### config.mk
export PLATFORM = sky130hd
export DESIGN_NAME = sar_mag_search
export DESIGN_NICKNAME = d
export VERILOG_FILES = /design/src/rtl/sar_pkg.sv /design/src/rtl/sar_mag_search.sv
export SDC_FILE = /design/constraint.sdc
export NUM_CORES = 1
export LEC_CHECK = 0
export ABC_AREA = 1
export BUFFER_PORTS_ARGS = -buffer_cell sky130_fd_sc_hd__buf_2
export CAP_MARGIN = 20
export CORE_ASPECT_RATIO = 1.25
export CORE_MARGIN = 1.5
export CORE_UTILIZATION = 42
export CTS_CLUSTER_SIZE = 20
export DETAILED_ROUTE_END_ITERATION = 6
export PLACE_DENSITY = 0.73
export SLEW_MARGIN = 10
export SYNTH_ARGS = -nofsm -noshare
export SYNTH_HDL_FRONTEND = slang
export SYNTH_SLANG_ARGS = --single-unit
export TNS_END_PERCENT = 30
### constraint.sdc
create_clock -name clk -period 2.75 [get_ports clk]
set_clock_uncertainty 0.15 [all_clocks]
set_input_delay 0.1375 -clock clk [delete_from_list [all_inputs] [get_ports clk]]
set_output_delay 0.1375 -clock clk [all_outputs]
set_load 0.1 [all_outputs]
### src/rtl/sar_pkg.sv
// Shared definitions for the successive-approximation magnitude search:
// FSM state encoding, default width and the comparator-flag sanity check.
package sar_pkg;

  localparam int SAR_WIDTH_DEF = 4;

  typedef enum logic [1:0] {
    IDLE  = 2'd0,
    TRIAL = 2'd1,
    DONE  = 2'd2
  } sar_state_t;

  // A trustworthy comparator asserts exactly one of its three outcome flags.
  function automatic logic flags_one_hot(input logic lt, input logic gt, input logic eq);
    return ({lt, gt, eq} == 3'b100) || ({lt, gt, eq} == 3'b010) || ({lt, gt, eq} == 3'b001);
  endfunction

endpackage

### src/rtl/sar_mag_search.sv
// Successive-approximation search recovering an unknown magnitude A from an
// external comparator's LT/GT/EQ flags, MSB first. Optional SAR_EARLY_EXIT_EN
// ends the search on the first exact match.
module sar_mag_search
  import sar_pkg::*;
#(
  parameter int WIDTH = SAR_WIDTH_DEF
) (
  input  logic             clk,
  input  logic             rst,
  input  logic             start,
  input  logic             A_LT_B,
  input  logic             A_GT_B,
  input  logic             A_EQ_B,
  output logic [WIDTH-1:0] B,
  output logic             busy,
  output logic             done,
  output logic [WIDTH-1:0] result,
  output logic             err
);

  localparam int IDX_W = (WIDTH > 1) ? $clog2(WIDTH) : 1;
  localparam logic [IDX_W-1:0] IDX_TOP = IDX_W'(WIDTH - 1);
  localparam logic [WIDTH-1:0] B_MSB   = WIDTH'(1) << (WIDTH - 1);

  sar_state_t       state, state_nxt;
  logic [IDX_W-1:0] idx, idx_nxt;
  logic [WIDTH-1:0] b_nxt;
  logic [WIDTH-1:0] result_nxt;
  logic             err_nxt;
  logic [WIDTH-1:0] trial_b;
  logic             early_eq;

`ifdef SAR_EARLY_EXIT_EN
  assign early_eq = A_EQ_B;
`else
  assign early_eq = 1'b0;
`endif

  // ---- state register: all search state, cleared asynchronously ----
  always_ff @(posedge clk or posedge rst) begin
    if (rst) begin
      state  <= IDLE;
      B      <= '0;
      idx    <= IDX_TOP;
      result <= '0;
      err    <= 1'b0;
    end else begin
      state  <= state_nxt;
      B      <= b_nxt;
      idx    <= idx_nxt;
      result <= result_nxt;
      err    <= err_nxt;
    end
  end

  // ---- next-state / decision logic ----
  always_comb begin
    state_nxt  = state;
    b_nxt      = B;
    idx_nxt    = idx;
    result_nxt = result;
    err_nxt    = err;
    trial_b    = B;

    unique case (state)
      IDLE: begin
        if (start) begin
          b_nxt     = B_MSB;
          idx_nxt   = IDX_TOP;
          err_nxt   = 1'b0;
          state_nxt = TRIAL;
        end
      end

      TRIAL: begin
        if (!flags_one_hot(A_LT_B, A_GT_B, A_EQ_B)) begin
          // Comparator misbehaved: report the partial value and bail out.
          err_nxt    = 1'b1;
          result_nxt = B;
          b_nxt      = '0;
          state_nxt  = DONE;
        end else begin
          if (A_LT_B) trial_b[idx] = 1'b0;
          if (early_eq) begin
            result_nxt = B;
            b_nxt      = '0;
            state_nxt  = DONE;
          end else if (idx == '0) begin
            result_nxt = trial_b;
            b_nxt      = '0;
            state_nxt  = DONE;
          end else begin
            trial_b[idx - 1'b1] = 1'b1;
            b_nxt               = trial_b;
            idx_nxt             = idx - 1'b1;
          end
        end
      end

      DONE: begin
        b_nxt     = '0;
        idx_nxt   = IDX_TOP;
        state_nxt = IDLE;
      end

      default: begin
        b_nxt     = '0;
        idx_nxt   = IDX_TOP;
        state_nxt = IDLE;
      end
    endcase
  end

  assign busy = (state == TRIAL);
  assign done = (state == DONE);

endmodule

-- Yosys cells after proc, flatten, opt, wreduce, memory -nomap -nowiden
Cells that the tools add are included.
Widths: inputs -> output; s select.
- output and inout bits: 11
- register bits: 13
- add/subtract/negate cells: 1
- bitwise gates (word level): 3
- equal/unequal tests: 11
- order comparisons: 4
- mux-type cells: 24
- reductions and logical operators: 11
- operator list (kind ; count):
    $mux 4 ; 8
    $mux 2 ; 6
    $pmux 2 s2 ; 2
    $pmux 4 s2 ; 1
    $lt 2x3->1 const B ; 2
    $ne 2x2->1 const B ; 3
    $reduce_and 3->1 ; 2
    $and 4x4->4 ; 1
    $demux 1 s2 ; 2
    $ge 2x1->1 const B ; 2
    $logic_not 2->1 ; 2
    $mux 1 ; 4
    $ne 2x1->1 const B ; 2
    $not 4->4 ; 1
    $or 4x4->4 ; 1
    $reduce_and 2->1 ; 2
    $eq 3x1->1 const B ; 1
    $eq 3x2->1 const B ; 1
    $eq 3x3->1 const B ; 1
    $ne 3x2->1 const B ; 1
    $eq 2x1->1 const B ; 1
    $eq 2x2->1 const B ; 1
    $logic_and 1x1->1 ; 2
    $logic_or 1x1->1 ; 2
    3 further kinds ; 3

-- Depth between registers and ports, before layout
- depth after elaboration: 13
- gate-level depth with buffers: 8
- gate-level depth less buffers: 7

-- Worst setup path before layout
OpenSTA, ideal clock, no wires.
- path type: reg2out
- start: register state[1]
- end: output done
- arrival: 1.767 ns
- buffers on the path: 0
- setup slack: 0.695 ns
- cell stages (with the launch flop): 3
- required time: 2.463 ns
- cell sequence: dfrtp_1 > inv_1 > nor2_1
- word-level cells in the longest chain between the ends: 1
- ends and longest elaborated chain (item ; line ; text):
    start, declared ; sar_mag_search.sv:26 ; sar_state_t state, state_nxt;
    start signal, assigned ; sar_mag_search.sv:49 ; state <= state_nxt;
    $eq 2x2->1 ; sar_mag_search.sv:116 ; assign done = (state == DONE);
    end, declared ; sar_mag_search.sv:17 ; output logic done,
Every way passes these cells.

-- Worst setup path in the final report
- start: register state[1]
- end: output busy
- word-level cells in the longest chain between the ends: 1
- ends and longest elaborated chain (item ; line ; text):
    $eq 2x1->1 ; sar_mag_search.sv:115 ; assign busy = (state == TRIAL);
    end, declared ; sar_mag_search.sv:16 ; output logic busy,
Every way passes these cells.

==> reports/qor.csv <==
metric,value,unit
fmax,580,MHz
gr ovfl total,0,
first-pass GRT wire length,2960,um
final WL,1710,um
worst skew pair latency,0.29,ns
top cell type's share of synthesized area,33.6,%
Synth Flop Type,dfrtp_1,
CTS max path bufs,2,
Max stage delay on crit path,0.46,ns
row cnt,17,
first drt pass iteration count,4,
Post-synth EDFFs,0,
"count leader, synth",nand2_1,
Crit Path Max Fanout,7,
Synth Register Bits,13,
port bufs,16,
Starting Density,45.3,%
DR vias/cell,5.31,
Async SR Flop Fraction,100,%
Setup CP Type,reg2out,
Yosys warning count,0,
Final WS setup,1.03,ns
CTS buffer count,3,
# H-tree levels,1,
DIE AREA,2220,um2
drc violations,0,
slew at the pin closest to its max-slew limit,0.481,ns
Root Buffer,clkbuf_4,
area delta synth->final,17.0,%
share of layout cells above drive strength 1,33.9,%
final core occ,52.9,%
Post-synth top cells,"nand2_1 (27), dfrtp_1 (11), inv_1 (10)",
TritonCTS clock tree,built,
via count,711,
clock sinks,13,
maximum capacitance violations,0,
DRT iter0 DRCs,14,
CTS resizes,0,
post-synth design cell area,818,um2
hold crit path type,in2reg,
GR Util met2,30.5,%
Mapped Cells,94,
synth top area cells,"dfrtp_1 (34%), nand2_1 (12%), nand3_2 (8.6%)",
worst-path cell chain,"nor2_8, buf_2",
hpwl dp,1290,um
Antenna diodes,0,
"Hold Vio Cnt, Final",0,
RSZ-0062 raised after global routing,false,
GR peak layer,met2,
met3 Track Usage GR,4.14,%
GRT Overall Usage,18.2,%
setup slack at placement,1.19,ns
"CP delay by family, top",flip-flops,
Netlist cell types,18,
crit path capture type,output pin,
final worst path period share,62.7,%
Avg WL per Cell,12.7,um
Yosys top cell by area,dfrtp_1,
Critical-path top delay cell,dfrtp_1,
largest net degree at the start of global routing,14,
startpoint types,flop,
vias in the first global route,671,
final setup fails,0,
routability-driven placement congestion ratio,0.863,
IO Count,17,
crit path DAT,1.44,ns
chip width,42.5,um
worst rel slew slack,67.9,%
max-slew violation count,0,
placed cell area,911,um2
cts hold-fix bufs,2,
Die H,52.4,um
core area,1810,um2
antenna violations before repair,0,
met1 Use GR,22.2,%
Synth Net Count,104,
"Seq/Total Area, Yosys",40.1,%
final instance area,957,um2
status,finished clean,
worst path required time,2.46,ns
Final min period,1.72,ns
fin nets,126,
Setup TNS,0,ns
"Reg clk slew, reported paths",0.09,ns
CP Buf/Inv Count,1,
Final ANT Viol Nets,0,
Avg Inst Size Synth,8.71,um2
setup bufs post-CTS,0,
[cell usage in the layout (no fill, tap or decap), drive strengths merged]
cell type,count
nand2,32
buf,16
nand4,6
nor2,3
dfstp,2
ha,4
o21ai,7
inv,13
clkbuf,4
nand3,15
dfrtp,11
dlygate4sd3,2
[state kept, by name, indices dropped and copies added, names as in the netlist]
signal,count
B,4
result,4
idx,2
state,2
err,1
[kinds of logic after synthesis]
family / share of synthesized area (%)
AND/OR/NAND/NOR: 41.9
buffers and inverters: 7.65
flip-flops: 40.1
AO/OA/AOI/OAI: 4.28
adder cells (fa/ha/maj): 6.12
[tightest hold or removal path, cell delays in order]
cell	delay [ns]
buf_2	0.11
nand3_2	0.10
nand2_2	0.08
nand3_1	0.07
o21ai_1	0.06
[layout make-up]
class | count | area (um2)
clock buffer | 4 | 26.3
multi-input combinational | 67 | 428
tap | 19 | 23.8
sequential | 13 | 328
inverter | 13 | 51.3
fill | 171 | 851
timing repair buffer | 18 | 100
[final timing paths]
kind | start | to | slack [ns] | cells after the start
max in group asynchronous | rst | idx[1] | 1.84 | 3
max | state[1] | busy | 1.03 | 2
min in group asynchronous | rst | B[1] | 0.25 | 3
max reg2reg | idx[0] | result[0] | 1.18 | 6
min | A_EQ_B | B[0] | 0.15 | 5
min reg2reg | err | err | 0.34 | 2
[metrics by stage]
step | hold slack, ns | cells
global route | 0.175 | 134
detailed placement | 0.0366 | 128
global placement | 0.0232 | 128
CTS | 0.154 | 134
finish | 0.149 | 134
floorplan | -0.137 | 94
[routing by layer]
metal	share of wire, %	vias to the layer above	wire length (um)
met4	1.9	0	32
met1	45	335	771
li1	-	352	-
met5	0	-	0
met2	49	19	839
met3	3.7	5	64
Power is not shown: default switching activity piles up to over one toggle a cycle in this logic, so the estimate is an artifact.
